### config.mk
export PLATFORM = sky130hd
export DESIGN_NAME = id_branch
export DESIGN_NICKNAME = d
export VERILOG_FILES = /design/src/rtl/id_branch.sv
export SDC_FILE = /design/constraint.sdc
export NUM_CORES = 1
export LEC_CHECK = 0
export ABC_AREA = 1
export BUFFER_PORTS_ARGS = -buffer_cell sky130_fd_sc_hd__buf_2
export CORE_UTILIZATION = 57
export DETAILED_ROUTE_END_ITERATION = 16
export PLACE_DENSITY = 0.92
export SLEW_MARGIN = 20
export SYNTH_ARGS = -nofsm -noshare
export SYNTH_HDL_FRONTEND = slang
export SYNTH_SLANG_ARGS = --single-unit
export TNS_END_PERCENT = 20
### constraint.sdc
create_clock -name clk -period 8 [get_ports clk]
set_input_delay 0.8 -clock clk [delete_from_list [all_inputs] [get_ports clk]]
set_output_delay 0.8 -clock clk [all_outputs]
set_load 0.02 [all_outputs]
### src/rtl/id_branch.sv
// id_branch: IF/ID register with control-flow decode, hazard stall and perf counters
module id_branch #(
  parameter logic [31:0] RESET_PC = 32'h0000_3000
) (
  input  logic        clk,
  input  logic        rst,
  input  logic [31:0] pc,
  input  logic [31:0] instr,
  input  logic [31:0] rs_data,
  input  logic [31:0] rt_data,
  input  logic        ex_regwrite,
  input  logic        ex_load,
  input  logic [4:0]  ex_wreg,
  input  logic        mem_load,
  input  logic [4:0]  mem_wreg,
  output logic        WritePC,
  output logic        Branch,
  output logic [31:0] BranchAddr,
  output logic [31:0] id_pc,
  output logic [31:0] id_instr,
  output logic        out_valid,
  output logic        link,
  output logic [31:0] stall_cnt,
  output logic [31:0] taken_cnt
);
  logic        id_valid_q, id_valid_d;
  logic [31:0] id_instr_q, id_instr_d;
  logic [31:0] id_pc_q, id_pc_d;
  logic [31:0] stall_cnt_q, stall_cnt_d;
  logic [31:0] taken_cnt_q, taken_cnt_d;
  logic [5:0]  op;
  logic [4:0]  rs, rt;
  logic        is_beq, is_bne, is_j, is_jal, is_jr, is_cmp;
  logic        use_rs, use_rt, ex_hit, mem_hit, stall, taken;
  logic [31:0] pc4, br_tgt, j_tgt;
  assign op     = id_instr_q[31:26];
  assign rs     = id_instr_q[25:21];
  assign rt     = id_instr_q[20:16];
  assign is_beq = op == 6'b000100;
  assign is_bne = op == 6'b000101;
  assign is_j   = op == 6'b000010;
  assign is_jal = op == 6'b000011;
  assign is_jr  = op == 6'b000000 && id_instr_q[5:0] == 6'b001000;
  assign is_cmp = is_beq | is_bne | is_jr;
  assign use_rs = ~(is_j | is_jal);
  assign use_rt = ~(is_j | is_jal | is_jr);
  assign ex_hit  = ex_wreg != 5'd0 && ((use_rs && ex_wreg == rs) || (use_rt && ex_wreg == rt));
  assign mem_hit = mem_wreg != 5'd0 && ((use_rs && mem_wreg == rs) || (use_rt && mem_wreg == rt));
  assign stall = id_valid_q & ((ex_load & ex_hit) | (is_cmp & ex_regwrite & ex_hit) | (is_cmp & mem_load & mem_hit));
  assign taken = id_valid_q & ~stall & ((is_beq & (rs_data == rt_data)) | (is_bne & (rs_data != rt_data)) | is_j | is_jal | is_jr);
  assign pc4    = id_pc_q + 32'd4;
  assign br_tgt = pc4 + {{14{id_instr_q[15]}}, id_instr_q[15:0], 2'b00};
  assign j_tgt  = {pc4[31:28], id_instr_q[25:0], 2'b00};
  assign WritePC    = ~stall;
  assign Branch     = taken;
  assign BranchAddr = ~taken ? 32'd0 : is_jr ? rs_data : (is_j | is_jal) ? j_tgt : br_tgt;
  assign out_valid  = id_valid_q & ~stall;
  assign link       = out_valid & is_jal;
  assign id_pc      = id_pc_q;
  assign id_instr   = id_instr_q;
  assign stall_cnt  = stall_cnt_q;
  assign taken_cnt  = taken_cnt_q;
  // next IF/ID contents: hold on stall, otherwise take the redirect target or the fetched pc
  always_comb begin
    id_valid_d  = stall ? id_valid_q : 1'b1;
    id_instr_d  = stall ? id_instr_q : instr;
    id_pc_d     = stall ? id_pc_q : (taken ? BranchAddr : pc);
    stall_cnt_d = stall_cnt_q + 32'(stall);
    taken_cnt_d = taken_cnt_q + 32'(taken);
  end
  // pipeline register and counters, reset discards any held instruction
  always_ff @(posedge clk) begin
    if (rst) begin
      id_valid_q  <= 1'b0;
      id_instr_q  <= 32'd0;
      id_pc_q     <= RESET_PC;
      stall_cnt_q <= 32'd0;
      taken_cnt_q <= 32'd0;
    end else begin
      id_valid_q  <= id_valid_d;
      id_instr_q  <= id_instr_d;
      id_pc_q     <= id_pc_d;
      stall_cnt_q <= stall_cnt_d;
      taken_cnt_q <= taken_cnt_d;
    end
  end
endmodule

# --- After elaboration in Yosys (flattened, before gate mapping) ---
# Index checks and enable logic that the tools add are counted.
classes:
  add_sub_neg: 4
  eq_ne: 11
  n_mux: 4
  bitwise_logic: 24
  reduce_logical: 12
ops:
  columns: ["cell", "n"]
  rows:
  - ["$mux W32", 4]
  - ["$add A32 B1 Y32", 2]
  - ["$add A32 B3 Y32 const B", 1]
  - ["$add A32 B32 Y32", 1]
  - ["$eq A32 B32 Y1", 1]
  - ["$ne A32 B32 Y1", 1]
  - ["$eq A5 B5 Y1", 4]
  - ["$eq A6 B2 Y1 const B", 2]
  - ["$eq A6 B3 Y1 const B", 2]
  - ["$and A1 B1 Y1", 11]
  - ["$or A1 B1 Y1", 10]
  - ["$reduce_bool A5 Y1", 2]
  - ["$logic_and A1 B1 Y1", 7]
  - ["$eq A6 B4 Y1 const B", 1]
  - ["$logic_not A6 Y1", 1]
  - ["$not A1 Y1", 3]
  - ["$logic_or A1 B1 Y1", 2]
totals:
  reg_bits: 129
  in_bits: 143

# --- Logic depth before layout (Yosys ltp) ---
# Gate-level depths: netlist of run 1.
logic_depth:
  ltp_word: 16
  mapped_depth: 30
  mapped_depth_nobuf: 29

# --- Worst setup path after synthesis of run 1 ---
# Ideal clock, no wire load.
synth_timing:
  path_kind: "reg2out"
  from: "reg id_pc_q[4] (netlist: id_pc[4])"
  to: "out BranchAddr[28]"
  t_arrival_ps: 3186
  setup_slack_ps: 4014
  path_stages_with_launch: 21
  path_buffers: 1
  path_cell_list: "dfxtp_1 -> buf_2 -> nand2_1 -> nor2_2 -> nand3_1 -> nor3_1 -> nand2_1 -> nor3_1 -> nand2_1 -> xor2_1 -> inv_1 -> ha_1 -> nand2_1 -> nor2_1 -> nor3b_1 -> nand3_1 -> nand3_1 -> nand3_1 -> nand2_1 -> inv_1 -> nor2_1"
synth_via:
  elab_chain_cells: 5
synth_rtl:
  columns: ["item", "line_no", "rtl"]
  rows:
  - ["start: declaration", "28", "logic [31:0] id_pc_q, id_pc_d;"]
  - ["start signal: assignment", "82", "id_pc_q <= id_pc_d;"]
  - ["$add A32 B3 Y32 *", "51", "assign pc4 = id_pc_q + 32'd4;"]
  - ["$add A32 B32 Y32", "52", "assign br_tgt = pc4 + {{14{id_instr_q[15]}}, id_instr_q[15:0], 2'b00};"]
  - ["$mux W32 * (3 in series)", "56", "assign BranchAddr = ~taken ? 32'd0 : is_jr ? rs_data : (is_j | is_jal) ? j_tgt : br_tgt;"]
  - ["end: declaration", "18", "output logic [31:0] BranchAddr,"]
# Every way passes the cells marked *; elsewhere a longest branch is shown, timed or not.

# --- Final worst setup path of run 1 ---
layout_timing:
  from: "reg id_instr_q[29] (netlist: id_instr[29])"
  to: "reg taken_cnt_q[16] (netlist: taken_cnt[16])"
layout_via:
  elab_chain_cells: 15
layout_rtl:
  columns: ["item", "line_no", "rtl"]
  rows:
  - ["start: declaration", "27", "logic [31:0] id_instr_q, id_instr_d;"]
  - ["start signal: assignment", "81", "id_instr_q <= id_instr_d;"]
  - ["$eq A6 B2 Y1, or another cell as far along", "41", "assign is_j = op == 6'b000010;"]
  - ["$or A1 B1 Y1 or $logic_and A1 B1 Y1 (tied branches)", "45, 46, 43", null]
  - ["$or A1 B1 Y1", "46", "assign use_rt = ~(is_j | is_jal | is_jr);"]
  - ["$not A1 Y1", "46", null]
  - ["$logic_and A1 B1 Y1", "47", "assign ex_hit = ex_wreg != 5'd0 && ((use_rs && ex_wreg == rs) || (use_rt && ex_wreg == rt));"]
  - ["$logic_or A1 B1 Y1", "47", null]
  - ["$logic_and A1 B1 Y1", "47", null]
  - ["$and A1 B1 Y1", "49", "assign stall = id_valid_q & ((ex_load & ex_hit) | (is_cmp & ex_regwrite & ex_hit) | (is_cmp & mem_load & mem_h ..."]
  - ["$or A1 B1 Y1 (2 in series)", "49", null]
  - ["$and A1 B1 Y1", "49", null]
  - ["$not A1 Y1", "50", "assign taken = id_valid_q & ~stall & ((is_beq & (rs_data == rt_data)) | (is_bne & (rs_data != rt_data)) | is_j ..."]
  - ["$and A1 B1 Y1", "50", null]
  - ["$and A1 B1 Y1 *", "50", null]
  - ["$add A32 B1 Y32 *", "69", "taken_cnt_d = taken_cnt_q + 32'(taken);"]
  - ["end signal: assignment", "84", "taken_cnt_q <= taken_cnt_d;"]
  - ["end: declaration", "30", "logic [31:0] taken_cnt_q, taken_cnt_d;"]
# Marks and branches as above.
# A chain may end at the register's enable or synchronous reset.

==> out/qor.yml, run 1 <==
worst_setup_path:
  slowest_delay_ps: 420
  worstSetupPathType: "reg2reg"
  cpMostUsedCell: "nand2_1"
  arrival_ps: 5590
  r2r_slack_ps: 2730
  worstReg2RegEnd: "taken_cnt[16]$_SDFF_PP0_"
  end_kind: "flip-flop"
  cp_slowest_cell: "nand2_4"
  critPathMaxFanout: 48
  r2r-start: "id_instr[29]$_SDFFE_PP0P_"
  crit_required_ps: 8320
  reg2reg_depth: 29
  critPathLaunchType: "flip-flop"
place:
  dpl.hpwl_mm: 31.6
  port_buffers: 306
  gp_congestion: 1.01
  placed_area_mm2: 0.0119
cts:
  clk_pin_slew_ps: 60
  cts_resized: 0
  ctsRootBufferMaster: "clkbuf_16"
  clk_latency_ps: 440
  ctsLongestPathBuffers: 2
  cts_max_level: 4
  cts.sinks: 129
  postCtsSetupRepairBufs: 0
  hold_buffers: 0
  cts_tree: "yes"
  cts_buffers: 17
job:
  drv_cap: 0
sta:
  min_period_over_period_pct: 65.9
  fmax_ghz: 0.190
  setup_tns_ps: 0
  slew_violations: 0
  slew_headroom_pct: 35.3
  final-setup-viol-count: 0
  grt_setup_unrepaired: "no"
  post-route-min-period_ps: 5270
  fin_skew_ps: 11.8
  hold_violations: 0
  worstMarginPinSlew_ps: 969
route:
  wl_per_cell_um: 17.8
  drt_iter0_markers: 1329
  drc: 0
  ant_nets: 0
  num_vias: 12800
  dr.pass1.iters: 6
  drt-total-wl_mm: 40.4
  vias_per_cell: 5.68
floorplan:
  die_x_um: 136
  dieArea_mm2: 0.0186
  core_mm2: 0.0175
  initial_core_util_pct: 58.8
  rows: 48
  die_height_um: 136
  io-pin-count: 307
yosys:
  synth_mux_area_share_pct: 0.195
  syn_avg_cell_area_um2: 5.91
  synthCells: 1739
  synth_compound_area_share_pct: 12.3
  synthArstFlopShare_pct: 0
  ys_seq_area_share_pct: 25.1
  synth_top_family_by_area: "simple AND/OR/NAND/NOR gates"
  synth-edff-count: 0
  synthAdderAreaFrac_pct: 5.06
  syn_nets: 1923
  synth_xor_area_share_pct: 6.73
  ys.flop_type: "dfxtp_1"
  yosysWarningCount: 0
  ys_types: 42
  yosys.area_share.simple_pct: 39.3
  synth_area_mm2: 0.0103
  ys_seq_elements: 129
power_and_ir_drop:
  power_w: 0.00209
  p_leak_nw: 6.60
  power_density_mw_per_mm2: 166
  peakVddDrop_v: 0.000159
global_routing:
  grt_pass1_wl_mm: 61.3
  antenna_found_initial: 6
  overflow: 0
  grt_max_degree: 81
  grt_pass1_vias: 11700
  track_usage_pct: 43.6
finish:
  synthToLayoutAreaGrowth_pct: 22.2
  nets: 2208
  drive_gt1_share_pct: 18.6
  fill_cells: 1534
  finish.instance_area_mm2: 0.0126
  final_cell_mix: "466 x nand2_1, 306 x buf_2, 248 x nor2_1, 241 x inv_1, 129 x dfxtp_1"
  layout_commonest_cell: "nand2_1"
hold_path:
  hold_path_end: "taken_cnt[31]$_SDFF_PP0_"
  holdPathStages: 1
  hp-class: "reg2reg"
  min_from: "taken_cnt[31]$_SDFF_PP0_"
run_status:
  outcome: "finished, final reports clean"
## Yosys cell counts (3+ instances only)
master      n  area share, %
dfxtp_1   129             25
nand2_1   466             17
or2_2      11           0.67
nor2_2      6           0.37
clkbuf_1   26           0.95
xor2_1     27            2.3
o21a_1      7           0.51
and2_1      3           0.18
a22oi_1     3           0.22
nand3_1   110            5.4
nand4_1    31            1.9
nor2_1    248            9.1
nor2_4      5           0.55
buf_4       4           0.29
nor3b_1     8           0.58
ha_1       40            4.9
nand3b_1    3           0.22
nor4_1      4           0.24
o21ai_0   105            5.1
a21oi_1    96            4.7
a31oi_1     9           0.55
nor3_1     52            2.5
buf_2      11           0.54
nand2_2     4           0.24
inv_1     242            8.8
xnor2_1    52            4.4
inv_2       7           0.26
o21bai_1    3           0.22
o211ai_1    4           0.29
o21ai_1     7           0.34
## layout make-up
type                            instances  area [um^2]  share of cell area, %
Inverter                              249          935                   7.44
Tap cell                              225          282                   2.24
Antenna cell                            2         5.00                 0.0398
Multi-Input combinational cell       1316         6530                   52.0
Clock buffer                           17          425                   3.39
Sequential cell                       129         2580                   20.6
Timing Repair Buffer                  311         1570                   12.5
Clock inverter                         14          230                   1.83
## registers in the layout (all words and copies together) (netlist names)
name / cells
id_pc: 32
id_instr: 32
stall_cnt: 32
taken_cnt: 32
id_valid_q: 1
## critical path, delay by kind of cell (launching register included)
kind / cells / cell delay (ps)
buffers and inverters: 5 / 1250
AOI/OAI and AO/OA: 1 / 160
and+or+nand+nor: 21 / 2920
adders and majority gates: 2 / 440
DFF: 1 / 350
## power breakdown
part	leakage (nW)	switching, W	total (W)	internal [W]
registers	1.06	0.0000443	0.000710	0.000665
logic	5.23	0.000315	0.000479	0.000164
clock network	0.310	0.000339	0.000897	0.000558
total	6.60	0.000698	0.00209	0.00139
## worst max path at each step
stage                                          from                        to  slack, ps  cells past startpoint
after detailed placement  id_instr[29]$_SDFFE_PP0P_  taken_cnt[30]$_SDFF_PP0_       2930                     30
after floorplan               id_pc[4]$_SDFFE_PP0P_            BranchAddr[28]       4010                     20
final                     id_instr[29]$_SDFFE_PP0P_  taken_cnt[16]$_SDFF_PP0_       2730                     29
after global placement    id_instr[29]$_SDFFE_PP0P_  taken_cnt[30]$_SDFF_PP0_       3090                     30
after CTS                 id_instr[29]$_SDFFE_PP0P_  taken_cnt[30]$_SDFF_PP0_       2850                     30
after global routing      id_instr[29]$_SDFFE_PP0P_  taken_cnt[16]$_SDFF_PP0_       2290                     29
## routing by layer
layer	up-vias	GRT usage, %	part of all wire [%]
li1	6111	-	-
met3	127	11.6	11
met5	-	0	0.12
met2	752	71.1	46
met4	6	19.1	4.1
met1	5852	53.5	39
## cells by family (layout without fill, tap and decap cells)
logic type,Yosys count,count (layout)
simple gates,955,955
buf+inv,294,591
compound gates,239,239
flops,129,129
xor+xnor,79,79
fa+ha+maj,41,41
mux,2,2
other cells,0,2
## stage by stage
step	hold WS, ps	std cells	worst slack, ps	utilization [%]
floorplan	548	1739	4010	-
global placement	475	2230	3090	68.1
detailed placement	479	2230	2930	68.1
CTS	497	2261	2850	71.8
global route	516	2262	2290	71.9
finish	494	2263	2730	71.9
Power figures use the tool's default switching activity.
==> run 2, diff against run 1 <==
- ABC_AREA: 1 -> 0
- CORE_UTILIZATION: 57 -> 51
- PLACE_DENSITY: 0.92 -> 0.87
- clock period: 8 -> 5.4 ns (I/O delays scaled with it)
==> out/qor.yml, run 2 <==
worst_setup_path:
  arrival_ps: 4620
  crit_required_ps: 4860
  end_kind: "primary output"
  critPathLaunchType: "flip-flop"
  cp_num_buf_inv: 2
  critPathMaxFanout: 6
  worstSetupPathType: "reg2out"
  cp_cell_sequence: "and3_4 > and3_4 > nand3_2 > nor3_1 > buf_4 > nand2_1 > xnor2_2 > ha_2 > a21oi_2 > nand2_1 > or4_4 > nand3_2 > nand3_2 > o211a_1 > o21ai_1 > or3b_1 > xnor2_1 > nand2_1 > a21oi_1 > buf_4"
  path_delay_family: "simple AND/OR/NAND/NOR gates"
  slowest_delay_ps: 490
  cp_slowest_cell: "or4_4"
yosys:
  synthCells: 1119
  synth_common_cells: "170 x nand2_1, 129 x dfxtp_1, 128 x nor2_1"
  synth_mux_area_share_pct: 0.117
  synth_area_mm2: 0.00853
  yosys.area_share.simple_pct: 26.3
  syn_nets: 1303
  synth_xor_area_share_pct: 16.2
  syn_avg_cell_area_um2: 7.62
  ys_types: 64
  ys_seq_area_share_pct: 30.3
  synth_top_area_share_pct: 30.3
  synthAdderAreaFrac_pct: 6.10
  synth_compound_area_share_pct: 17.6
  synth.most_common_cell: "nand2_1"
  yosysWarningCount: 0
  yosys-top-cells-area: "dfxtp_1 30%, xor2_1 10%, nand2_1 7.5%"
  synth_top_area_cell: "dfxtp_1"
  ys.flop_type: "dfxtp_1"
  synth_top_family_by_area: "simple AND/OR/NAND/NOR gates"
  synthArstFlopShare_pct: 0
  synth-edff-count: 0
  ys_seq_elements: 129
global_routing:
  track_usage_pct: 33.4
  grt_max_degree: 72
  grt_pass1_vias: 8916
  overflow: 0
  grt_pass1_wl_mm: 46.0
  antenna_found_initial: 5
cts:
  clk_latency_ps: 430
  hold_buffers: 0
  clk_pin_slew_ps: 70
  cts_buffers: 17
  cts.sinks: 129
  cts_tree: "yes"
  cts_max_level: 4
  postCtsSetupRepairBufs: 0
  ctsRootBufferMaster: "clkbuf_16"
  ctsLongestPathBuffers: 2
power_and_ir_drop:
  intPower_w: 0.00187
  pwr-share-seq_pct: 37.7
  power_frac_comb_pct: 20.1
  clockPowerShare_pct: 42.3
  switching_share_pct: 32.2
  p_leak_nw: 5.25
  power_density_mw_per_mm2: 255
  peakVddDrop_v: 0.000216
  power_w: 0.00276
  power_switching_w: 0.000890
sta:
  grt_setup_unrepaired: "no"
  slew_headroom_pct: 46.3
  hold_violations: 0
  final-setup-viol-count: 0
  worstMarginPinSlew_ps: 805
  slew_violations: 0
  fin_skew_ps: 14.5
  min_period_over_period_pct: 95.5
  setup_tns_ps: 0
  fmax_ghz: 0.194
  hold_ws_ps: 350
  post-route-min-period_ps: 5160
finish:
  fill_cells: 1358
  synthToLayoutAreaGrowth_pct: 27.0
  regArea_mm2: 0.00258
  final_cell_mix: "304 x buf_2, 170 x nand2_1, 127 x dfxtp_1, 126 x nor2_1, 102 x xor2_1"
  drive_gt1_share_pct: 27.4
  multi_input_area_mm2: 0.00570
  nets: 1588
  layout_commonest_cell: "buf_2"
place:
  gp_congestion: 0.964
  dpl.hpwl_mm: 21.9
  port_buffers: 306
route:
  drt-total-wl_mm: 29.4
  dr.pass1.iters: 5
  wl_per_cell_um: 18.0
  drc: 0
  ant_nets: 0
  num_vias: 9373
  drt_iter0_markers: 700
  vias_per_cell: 5.73
floorplan:
  core_mm2: 0.0161
  dieArea_mm2: 0.0172
  die_x_um: 131
  io-pin-count: 307
  initial_core_util_pct: 52.9
  rows: 46
  die_height_um: 131
hold_path:
  hp-class: "in2reg"
run_status:
  outcome: "finished, final reports clean"
job:
  drv_cap: 0
-- run 2: cell count changes in the layout (fill, tap and decap cells not counted), moves of 14 or more --
cell / change
nor2_1: -122
nand3_1: -52
and3_1: +29
nand4_1: -20
nand2_1: -296
o21ai_0: -57
inv_1: -223
a21o_1: +14
xor2_1: +75
nor3_1: -29
a211oi_1: +23
a21oi_1: -16
-- run 2: final timing paths --
check                                start                       end  slack (ps)  cells past startpoint
hold / removal                    instr[0]  id_instr[0]$_SDFFE_PP0P_         350                      3
setup / recovery     id_pc[6]$_SDFFE_PP0P_            BranchAddr[31]         240                     20
setup reg to reg  id_instr[3]$_SDFFE_PP0P_  taken_cnt[28]$_SDFF_PP0_         880                     19
hold reg to reg      id_pc[0]$_SDFFE_PP0P_     id_pc[0]$_SDFFE_PP0P_         470                      2
-- run 2: final cells by class --
class                      count  share of cell area, %
multi-input combinational    920                   52.6
antenna                        2                 0.0462
clock buffer                  18                   4.05
clock inverter                14                   1.33
tap                          216                   2.49
timing repair buffer         317                   14.9
inverter                      19                  0.658
sequential                   129                   23.9
-- run 2: logic make-up (layout without fill, tap and decap cells) --
logic type,count (synthesis),after routing
AND/OR/NAND/NOR,485,485
AO/OA/AOI/OAI,235,235
XOR/XNOR,158,158
flip-flops,129,129
buffers and inverters,70,368
adder cells (fa/ha/maj),41,41
multiplexers,1,1
other,0,2
-- run 2: metal layers --
metal / vias up / GRT usage [%] / part of all wire, %
li1: 4470 / - / -
met1: 4347 / 40.1 / 41
met2: 475 / 55.5 / 46
met3: 75 / 9.07 / 9.7
met4: 6 / 14.9 / 3.5
met5: - / 1.75 / 0.22
-- run 2: per-stage QoR --
step           cell area, um^2  worst slack, ps  util, %  instances
2_1_floorplan             8530              644        -       1119
3_3_place_gp             10200              625     63.3       1601
3_5_place_dp             10200              529     63.3       1601
4_1_cts                  10800             28.8     67.0       1633
5_1_grt                  10800             10.2     67.2       1635
6_report                 10800              242     67.2       1635
-- run 2: worst register-to-register path: cells and delay by family, from the launching register on --
kind                     cells  cell delay, ps
AO/OA/AOI/OAI                2             290
XOR/XNOR                     1             170
adder cells (fa/ha/maj)      2             450
buffers and inverters        2             550
flip-flops                   1             430
AND/OR/NAND/NOR             12            2460
-- run 2: power by group through the flow --
stage / Clock (W) / Combinational, W / Sequential [W]
6_report: 0.00117 / 0.000555 / 0.00104
5_1_grt: 0.00121 / 0.000600 / 0.00105
4_1_cts: 0.00117 / 0.000547 / 0.00104
3_5_place_dp: 0 / 0.000542 / 0.00106
3_3_place_gp: 0 / 0.000540 / 0.00106
2_1_floorplan: 0 / 0.000314 / 0.00109
-- run 2: timing repair --
item                       in CTS  in global routing
gates resized for setup         0                 11
setup endpoints to repair       0                  4
hold endpoints to repair        0                  0
==> run 3, diff against run 2 <==
- CAP_MARGIN: not set -> 40
- MAX_ROUTING_LAYER: not set -> met4
==> out/qor.yml, run 3 (same netlist as run 2, synthesis figures left out) <==
run_status:
  outcome: "finished, final reports clean"
route:
  vias_per_cell: 5.75
  drt_iter0_markers: 782
  dr.pass1.iters: 5
  ant_nets: 0
  num_vias: 9410
  drc: 0
  wl_per_cell_um: 18.2
  drt-total-wl_mm: 29.7
worst_setup_path:
  arrival_ps: 4630
  cp_slowest_cell: "or4_4"
  crit_required_ps: 4860
  cp_cell_sequence: "and3_1 > and3_1 > nand3_2 > nor3_1 > buf_4 > nand2_1 > xnor2_2 > ha_2 > a21oi_2 > nand2_1 > or4_4 > nand3_2 > nand3_2 > o211a_1 > o21ai_1 > or3b_1 > xnor2_1 > nand2_1 > a21oi_1 > buf_2"
  slowest_delay_ps: 490
  end_kind: "primary output"
  critPathLaunchType: "flip-flop"
  cp_num_buf_inv: 2
  path_delay_family: "simple AND/OR/NAND/NOR gates"
  critPathMaxFanout: 6
  worstSetupPathType: "reg2out"
cts:
  clk_pin_slew_ps: 60
  cts_buffers: 17
  clk_latency_ps: 430
  postCtsSetupRepairBufs: 0
  cts.sinks: 129
  cts_max_level: 4
  ctsLongestPathBuffers: 2
  ctsRootBufferMaster: "clkbuf_16"
  cts_tree: "yes"
floorplan:
  rows: 46
  die_x_um: 131
  dieArea_mm2: 0.0172
  io-pin-count: 307
  die_height_um: 131
  initial_core_util_pct: 52.9
  core_mm2: 0.0161
finish:
  layout_commonest_cell: "buf_2"
  synthToLayoutAreaGrowth_pct: 27.1
  final_cell_mix: "305 x buf_2, 170 x nand2_1, 127 x nor2_1, 127 x dfxtp_1, 102 x xor2_1"
  finish.instance_area_mm2: 0.0108
  drive_gt1_share_pct: 27.1
  fill_cells: 1376
  nets: 1588
global_routing:
  overflow: 0
  grt_pass1_wl_mm: 47.1
  grt_pass1_vias: 8900
  track_usage_pct: 35.4
  antenna_found_initial: 4
  grt_max_degree: 65
power_and_ir_drop:
  power_w: 0.00280
  p_leak_nw: 5.26
  power_density_mw_per_mm2: 258
  peakVddDrop_v: 0.000218
sta:
  fin_skew_ps: 12.6
  post-route-min-period_ps: 5170
  slew_violations: 0
  hold_violations: 0
  worstMarginPinSlew_ps: 679
  hold_ws_ps: 349
  min_period_over_period_pct: 95.7
  slew_headroom_pct: 54.4
  final-setup-viol-count: 0
  setup_tns_ps: 0
  worst_slack_ps: 234
  fmax_ghz: 0.194
hold_path:
  hp-class: "in2reg"
place:
  dpl.hpwl_mm: 22.3
  placed_area_mm2: 0.0102
  gp_congestion: 0.989
  port_buffers: 306
  pre_cts_ws_ps: 559
job:
  drv_cap: 0
==> run 3: changes by cell type in the layout (fill, tap and decap cells not counted), sizes merged <==
cell / delta
bufinv: +1
clkinvlp: -1
clkinv: +1
diode: +2
inv: -1
==> run 3: metrics by stage <==
step,std cells,util [%]
finish,1637,67.3
global route,1637,67.3
CTS,1633,67.0
detailed placement,1601,63.3
global placement,1601,63.3
floorplan,1119,-
==> run 3: worst reg2reg max path: stages, from the launching register on <==
cell,delay [ps]
dfxtp_1,370
nor4b_1,480
nand4b_1,290
buf_4,290
a32oi_1,210
o32ai_1,120
or2_1,230
nand2b_2,180
inv_1,230
ha_1,240
ha_1,220
nand2_1,80
nor2_1,330
nand2_1,100
nor2_1,200
nand2_1,80
nor2_1,310
nand3_1,170
xor2_1,180
nor2_1,50
==> run 3: path summary, 6_finish.rpt <==
check | endpoint | slack [ps] | from | depth (start not counted)
worst max register to register | taken_cnt[28]$_SDFF_PP0_ | 900 | id_instr[4]$_SDFFE_PP0P_ | 19
worst min-delay path | id_instr[11]$_SDFFE_PP0P_ | 350 | instr[11] | 3
worst min register to register | id_pc[1]$_SDFFE_PP0P_ | 470 | id_pc[1]$_SDFFE_PP0P_ | 2
worst max-delay path | BranchAddr[31] | 230 | id_pc[6]$_SDFFE_PP0P_ | 20
==> run 3: cell type report <==
type | count | area (um^2) | share of cell area, %
sequential | 129 | 2580 | 23.8
clock inverter | 14 | 169 | 1.56
tap | 216 | 270 | 2.49
multi-input combinational | 920 | 5690 | 52.5
inverter | 19 | 71.3 | 0.658
antenna | 4 | 10.0 | 0.0923
timing repair buffer | 317 | 1620 | 14.9
clock buffer | 18 | 429 | 3.96
==> run 3: where the power goes <==
part | internal [W] | leakage, nW | switching, W
clock network | 0.000696 | 0.284 | 0.000504
registers | 0.000986 | 1.06 | 0.0000535
logic | 0.000225 | 3.92 | 0.000332
==> run 3: timing repair <==
action / 4_1_cts / 5_1_grt
hold buffers: 0 / 0
endpoints found under the setup margin: 0 / 2
resized for setup: 0 / 7
==> run 3: layer usage <==
metal / up-vias / wire (um) / part of all wire (%) / GRT usage [%]
met1: 4399 / 12100 / 41 / 42.3
met4: 0 / 1030 / 3.5 / 15.4
met3: 71 / 2570 / 8.7 / 8.72
li1: 4480 / - / - / -
met2: 460 / 14000 / 47 / 56.6
met5: - / 0 / 0 / -
